File: src/rtl/hazard_stall_ctrl.sv
// Pipeline hazard/stall controller: drives PC enable and the en/flush pair of every pipeline register.
// Optional performance counters are built only when HAZARD_PERF_CNT_EN is defined.
module hazard_stall_ctrl #(
    parameter int MULDIV_LAT = 4,
    parameter int CNT_W      = 4
) (
    input  logic       CLK,
    input  logic       RST,
    input  logic [4:0] id_rs1,
    input  logic [4:0] id_rs2,
    input  logic       id_uses_rs1,
    input  logic       id_uses_rs2,
    input  logic [4:0] ex_rd,
    input  logic       ex_mem_read,
    input  logic       ex_muldiv,
    input  logic       ex_redirect,
    input  logic       mem_req,
    input  logic       mem_ready,
    output logic       pc_en,
    output logic       if_id_en,
    output logic       if_id_flush,
    output logic       id_ex_en,
    output logic       id_ex_flush,
    output logic       ex_mem_en,
    output logic       ex_mem_flush,
    output logic       mem_wb_en,
    output logic       mem_wb_flush,
    output logic       muldiv_busy
`ifdef HAZARD_PERF_CNT_EN
    ,
    output logic [31:0] stall_cnt,
    output logic [31:0] flush_cnt
`endif
);

    localparam logic [0:0] ST_RUN    = 1'b0;
    localparam logic [0:0] ST_MULDIV = 1'b1;

    localparam logic             MD_ENABLED = (MULDIV_LAT > 1);
    localparam logic [CNT_W-1:0] CNT_ONE    = CNT_W'(1);
    localparam logic [CNT_W-1:0] CNT_LOAD   = CNT_W'(MULDIV_LAT - 1);

    logic [0:0]       state_q, state_d;
    logic [CNT_W-1:0] cnt_q, cnt_d;

    logic mem_stall;
    logic load_use;
    logic md_stall;

    always_comb begin
        mem_stall = mem_req & ~mem_ready;
        load_use  = ex_mem_read & (ex_rd != 5'd0) &
                    ((id_uses_rs1 & (id_rs1 == ex_rd)) |
                     (id_uses_rs2 & (id_rs2 == ex_rd)));
        md_stall  = ((state_q == ST_RUN) & ex_muldiv & MD_ENABLED) |
                    ((state_q == ST_MULDIV) & (cnt_q > CNT_ONE));
    end

    // A mem-stalled cycle freezes the occupancy sequence so it never counts.
    always_comb begin
        state_d = state_q;
        cnt_d   = cnt_q;
        if (!mem_stall) begin
            if (state_q == ST_RUN) begin
                if (ex_muldiv && MD_ENABLED) begin
                    state_d = ST_MULDIV;
                    cnt_d   = CNT_LOAD;
                end
            end else begin
                if (cnt_q > CNT_ONE) begin
                    cnt_d = cnt_q - CNT_ONE;
                end else begin
                    state_d = ST_RUN;
                    cnt_d   = '0;
                end
            end
        end
    end

    always_ff @(posedge CLK or negedge RST) begin
        if (!RST) begin
            state_q <= ST_RUN;
            cnt_q   <= '0;
        end else begin
            state_q <= state_d;
            cnt_q   <= cnt_d;
        end
    end

    // Redirect outranks load-use because the ID instruction is on the wrong path.
    always_comb begin
        pc_en        = 1'b1;
        if_id_en     = 1'b1;
        if_id_flush  = 1'b0;
        id_ex_en     = 1'b1;
        id_ex_flush  = 1'b0;
        ex_mem_en    = 1'b1;
        ex_mem_flush = 1'b0;
        mem_wb_en    = 1'b1;
        mem_wb_flush = 1'b0;
        if (mem_stall) begin
            pc_en        = 1'b0;
            if_id_en     = 1'b0;
            id_ex_en     = 1'b0;
            ex_mem_en    = 1'b0;
            mem_wb_en    = 1'b0;
            mem_wb_flush = 1'b1;
        end else if (md_stall) begin
            pc_en        = 1'b0;
            if_id_en     = 1'b0;
            id_ex_en     = 1'b0;
            ex_mem_flush = 1'b1;
        end else if (ex_redirect) begin
            if_id_flush = 1'b1;
            id_ex_flush = 1'b1;
        end else if (load_use) begin
            pc_en       = 1'b0;
            if_id_en    = 1'b0;
            id_ex_flush = 1'b1;
        end
        muldiv_busy = (state_q == ST_MULDIV);
    end

`ifdef HAZARD_PERF_CNT_EN
    logic [31:0] stall_cnt_q, stall_cnt_d;
    logic [31:0] flush_cnt_q, flush_cnt_d;

    always_comb begin
        stall_cnt_d = stall_cnt_q + {31'd0, ~pc_en};
        flush_cnt_d = flush_cnt_q + {31'd0, (if_id_flush | id_ex_flush)};
    end

    always_ff @(posedge CLK or negedge RST) begin
        if (!RST) begin
            stall_cnt_q <= '0;
            flush_cnt_q <= '0;
        end else begin
            stall_cnt_q <= stall_cnt_d;
            flush_cnt_q <= flush_cnt_d;
        end
    end

    assign stall_cnt = stall_cnt_q;
    assign flush_cnt = flush_cnt_q;
`else
    // Default build: no performance counters.
`endif

endmodule

File: config.mk
export PLATFORM = sky130hd
export DESIGN_NAME = hazard_stall_ctrl
export DESIGN_NICKNAME = d
export VERILOG_FILES = /design/src/rtl/hazard_stall_ctrl.sv
export SDC_FILE = /design/constraint.sdc
export NUM_CORES = 1
export LEC_CHECK = 0
export CORE_MARGIN = 4
export CORE_UTILIZATION = 34
export DETAILED_ROUTE_END_ITERATION = 8
export PLACE_DENSITY_LB_ADDON = 0.15
export SETUP_SLACK_MARGIN = 0.3
export SYNTH_ARGS = -nofsm -noshare
export SYNTH_HDL_FRONTEND = slang
export SYNTH_SLANG_ARGS = --single-unit
File: constraint.sdc
create_clock -name CLK -period 2 [get_ports CLK]
set_clock_uncertainty 0.1 [all_clocks]
set_input_delay 0.2 -clock CLK [delete_from_list [all_inputs] [get_ports CLK]]
set_output_delay 0.2 -clock CLK [all_outputs]
set_load 0.05 [all_outputs]
-- Word level (Yosys, flattened, before mapping)
Index checks and enable logic that the tools add are counted.
- $add $sub $neg: 1
- multiply operators: 0
- div/mod/pow operators: 0
- order comparisons: 1
- equal/unequal tests: 2
- shifts and indexed selects: 0
- muxes and demuxes: 23
- bitwise operators: 12
- reduce and logical (&&, ||, !) cells: 3
- operator list (cell ; number):
    1-bit two-way mux ; 20
    4-bit two-way mux ; 3
    5-bit equality test ; 2
    1-bit AND ; 7
    5-bit nonzero test ; 1
    4-bit by 1-bit greater-than comparator with 1-bit output (second input constant) ; 1
    4-bit by 1-bit subtractor with 4-bit output (second input constant) ; 1
    1-bit NOT ; 3
    1-bit bitwise OR ; 2
    2-bit AND reduction ; 1
    2-bit nonzero test ; 1
- register bits after elaboration: 5
- latch bits: 0
- RAM bits: 0
- bits in read-only memories: 0
- bits of input ports: 24
- output and inout port bits: 10
- word-level logic and storage cells: 44
- memories: 0

-- Depth between registers and ports, before layout
- depth after elaboration: 8
- depth in mapped cells: 8
- mapped depth without buffers: 7

-- Worst setup path after synthesis
Ideal clock, no wire load.
- path kind: register to output
- from: reg state_q (netlist: muldiv_busy)
- to: out pc_en
- data arrival time: 2.483 ns
- data required time: 1.700 ns
- path slack: -0.783 ns
- stages on the path, launching flop included: 7
- buffers on the path: 1
- cells stage by stage: dfrtp_1 inv_2 o41ai_4 nand2_2 inv_1 o31a_1 buf_4
- word-level cells in the longest chain between the ends: 5
- elaborated cells on any way between the ends: 6
- classes of those cells: 2 x mux; 4 x bitwise
- ends and longest elaborated chain (item ; line ; text):
    from (decl) ; 43 ; logic [0:0] state_q, state_d;
    from (signal assigned) ; 85 ; state_q <= state_d;
    1-bit NOT ; -- ;
    1-bit AND ; 55 ; md_stall = ((state_q == ST_RUN) & ex_muldiv & MD_ENABLED) |
    1-bit bitwise OR * ; 55 ;
    1-bit two-way mux * (2 in series) ; -- ;
    to (decl) ; 19 ; output logic pc_en,
Every way passes the cells marked *; elsewhere a longest branch is shown, timed or not.

-- Worst setup path after layout
- from: in ex_rd[2]
- to: out pc_en
- word-level cells in the longest chain between the ends: 8
- elaborated cells on any way between the ends: 12
- classes of those cells: 2 x eq/ne; 4 x mux; 5 x bitwise; 1 x reduce/logical
- ends and longest elaborated chain (item ; line ; text):
    from (decl) ; 13 ; input logic [4:0] ex_rd,
    5-bit equality test (on tied branches) ; 53, 54 ;
    1-bit AND (on tied branches) ; 53, 54 ;
    1-bit bitwise OR ; 53 ; ((id_uses_rs1 & (id_rs1 == ex_rd)) |
    1-bit AND * ; 52 ; load_use = ex_mem_read & (ex_rd != 5'd0) &
    1-bit two-way mux * ; 116 ; end else if (load_use) begin
    1-bit two-way mux * ; 113 ; end else if (ex_redirect) begin
    1-bit two-way mux * ; 108 ; end else if (md_stall) begin
    1-bit two-way mux * ; 101 ; if (mem_stall) begin
Marks and branches as above.

==> metrics list <==
* Run status: finished with violations
* Failing checks: setup timing
- Total standard cell area after synthesis: 499.2 sq um
* Y dimension of the die: 46.32 um
- After the first detailed-routing iteration, the DRC count stood at 9.
- Area of the die: 2146 sq um
- The library cells used most frequently in the layout, excluding fill and tap cells, are clkdlybuf4s50_1, buf_4, buf_12.
- Kind of critical path: in2out
* Classification of the worst-slack hold path: in2async
* Final ANT Viol Nets: 0
- H-tree level count: 1
* Antenna fix cells: 0
- Overflow left after global routing: 0
- Counting cells, the worst reg-to-reg path comes to 8.
- Leading post-synthesis cells by cell area: dfrtp_1, xor2_1, o41ai_4
- Min Clock Period, post-route: 2.137 ns
- Startpoint kind of the worst setup timing path: input port
* Hold_buf cts: 0
- Routability-driven placement finished with a final weighted congestion of 0.7903.
* Final HPWL DP: 1.222 mm
- Clk sinks: 5
* Count of nets after finishing: 129
* Syn-to-layout area delta: 119.3%
- Final worst-path setup slack: -0.1375 ns
- Nature of the critical path endpoint: primary output
* Final hold violation count: 0
- Residual DRC count: 0
- Combined global-route utilization of all metal layers: 16.72%
* Layout cells sized above 1: 40.20%
- Power density relative to cell area: 1351 nW/um^2
* Vias in the first global route: 603
* Post-Synthesis Mean Instance Area: 8.607 sq um
- Worst-margin pin slew: 0.4821 ns
- Counting the fill cells in the layout gives 86.
* Post-Layout Cell Count: 117
* Cell count after synthesis: 58
- #FFs+latches synth: 5
- CP max FO: 3
- Die Wd: 46.32 um
- TritonCTS clock tree: done
- Net count after synthesis: 84
* Wirelength per Cell: 13.51 um
- The first global-routing pass estimated 2.511 mm of wire.
* Clk pin slew, worst setup/hold paths: 0.04 ns
* Peak VDD IR: 1.249 mV
- For this run, the register share of the synthesized area comes to 25.06%.
* Number of antenna violations at the first check in global routing: 0
* Largest area contributor in the netlist: dfrtp_1
* Fraction of post-synthesis cell area in the top cell type by area: 25.06%
- Yosys warns: 0
* Leak: 0.0004617 uW
- Number of pins exceeding their max-slew limit in the final report: 0
- Via-per-instance ratio: 5.051
- Headroom to the max-slew limit came out at 67.99%.
- STA puts the critical path data required time at 1.70 ns.
* MaxCap Viol Count: 0
- The root buffer cell chosen for the clock tree is clkbuf_4.
- The initialized floorplan defines 13 standard-cell rows.
- I/O pin count: 34
* Vias: 591
- In this run the critical register-to-register path is launched from cnt_q[0]$_DFFE_PN0P_.
- In this run, placement finished with an instance count of 108.
- Setup repair after global routing could not meet its margin everywhere.
- For this configuration, the core starts out at a cell density of 36.98%.
* Most common cell after layout, fill and taps aside: clkdlybuf4s50_1
* Sum of negative setup slack: -0.4635 ns
- Later-pin clock latency in the skew report: 0.24 ns
- The final layout contains routed wiring with a total length of 1.581 mm.
- R2R Setup Slk: 0.37 ns
* Arrival time at the worst endpoint: 1.84 ns
- Entering global routing, the biggest net connects 8 pins.
* Post-placement worst setup slack: -0.2421 ns
- Timing would allow up to 467.8 MHz.
* Post-route clock period utilization: 106.9%
- In this run the standard cell core region covers 1350 sq um.
- The clock passes through at most 2 buffers.
- Count of TritonRoute iterations in the first routing pass: 4
- Yosys mapped the design onto 30 distinct sky130hd cell types.
- The count of buffers added on input and output ports is 33.
- Setup violations remaining at the end of the flow were counted as 5.
- In this run the critical register-to-register path is captured at muldiv_busy$_DFFE_PN0N_.
- Total clock buffers created by CTS: 3
[critical path: stages]
cell and delay, ns:
clkdlybuf4s50_1 0.47, xor2_1 0.20, nor4_2 0.34, a32oi_2 0.14, o31a_4 0.34, buf_12 0.15
[cell families (layout without fill, tap and decap cells)]
group,count (synthesis),in the layout,share of synthesized area (%)
AND/OR/NAND/NOR,17,17,18.80
AO/OA/AOI/OAI,13,13,23.56
buffers and inverters,11,55,10.02
XOR/XNOR,10,10,17.55
flip-flops,5,5,25.06
adder cells (fa/ha/maj),2,2,5.012
[sequential cells by signal, summed over array words and instances (netlist names)]
| register | count |
|---|---|
| cnt_q | 4 |
| muldiv_busy | 1 |
[per-layer routing]
layer	track usage (%)	wire length, um	vias up
li1	-	-	293
met1	17.87	599	271
met2	28.57	832	23
met3	6.250	131	4
met4	7.955	17	0
met5	0	0	-
[where the power goes]
part           total [uW]  internal (uW)  switching [uW]  leakage (uW)
Clock                 117           75.4            41.5     0.0000150
Combinational        1150            559             594      0.000387
Sequential            209            147            61.3     0.0000594
Total                1480            782             697      0.000462
[stage by stage]
step	util (%)	area, sq um	power [uW]	hold WS, ns
4_1_cts	78.59	1061	1430	0.06999
5_1_grt	81.09	1095	1579	0.07055
3_3_place_gp	72.94	984.7	1219	0.3260
6_report	81.09	1095	1479	0.06793
3_5_place_dp	72.94	984.7	1235	0.3300
2_1_floorplan	-	535.5	820.3	-0.1956
[layout make-up]
| cell class | instances | area [sq um] | share of cell area (%) |
|---|---|---|---|
| Inverter | 8 | 37.54 | 3.429 |
| Tap cell | 15 | 18.77 | 1.714 |
| Sequential cell | 5 | 126.4 | 11.54 |
| Clock buffer | 4 | 26.28 | 2.400 |
| Multi-Input combinational cell | 42 | 395.4 | 36.11 |
| Timing Repair Buffer | 43 | 490.5 | 44.80 |
[how the worst max path moves through the flow]
stage / cells after the start / to / start
2_1_floorplan: 6 / pc_en / muldiv_busy$_DFFE_PN0N_
3_3_place_gp: 6 / pc_en / ex_rd[2]
3_5_place_dp: 6 / pc_en / ex_rd[2]
4_1_cts: 8 / pc_en / cnt_q[0]$_DFFE_PN0P_
5_1_grt: 6 / pc_en / ex_rd[2]
6_report: 6 / pc_en / ex_rd[2]
[synth_stat cells]
library cell  count
a22oi_1           1
dfrtp_1           5
a21oi_1           1
nand3_1           2
ha_1              2
inv_1             7
a32oi_1           2
o21ai_0           3
inv_2             1
nor4_1            2
a32o_1            1
o31a_1            1
nor2_1            2
o21ai_1           1
buf_2             1
buf_4             2
nand2_1           2
o41ai_4           1
xor2_1            8
xnor2_1           2
nand2b_1          2
o31ai_2           1
or3_1             1
nor3_1            1
or4_1             1
and2_0            1
a22o_1            1
nand2_2           1
nand4_1           1
or2_2             1
[repair_timing]
| item | CTS | global route |
|---|---|---|
| pin swaps | 4 | 0 |
| endpoints found under the setup margin | 8 | 7 |
| buffers inserted | 3 | 2 |
| resized for setup | 12 | 3 |
Note: power is estimated with default switching activity, not from simulation.
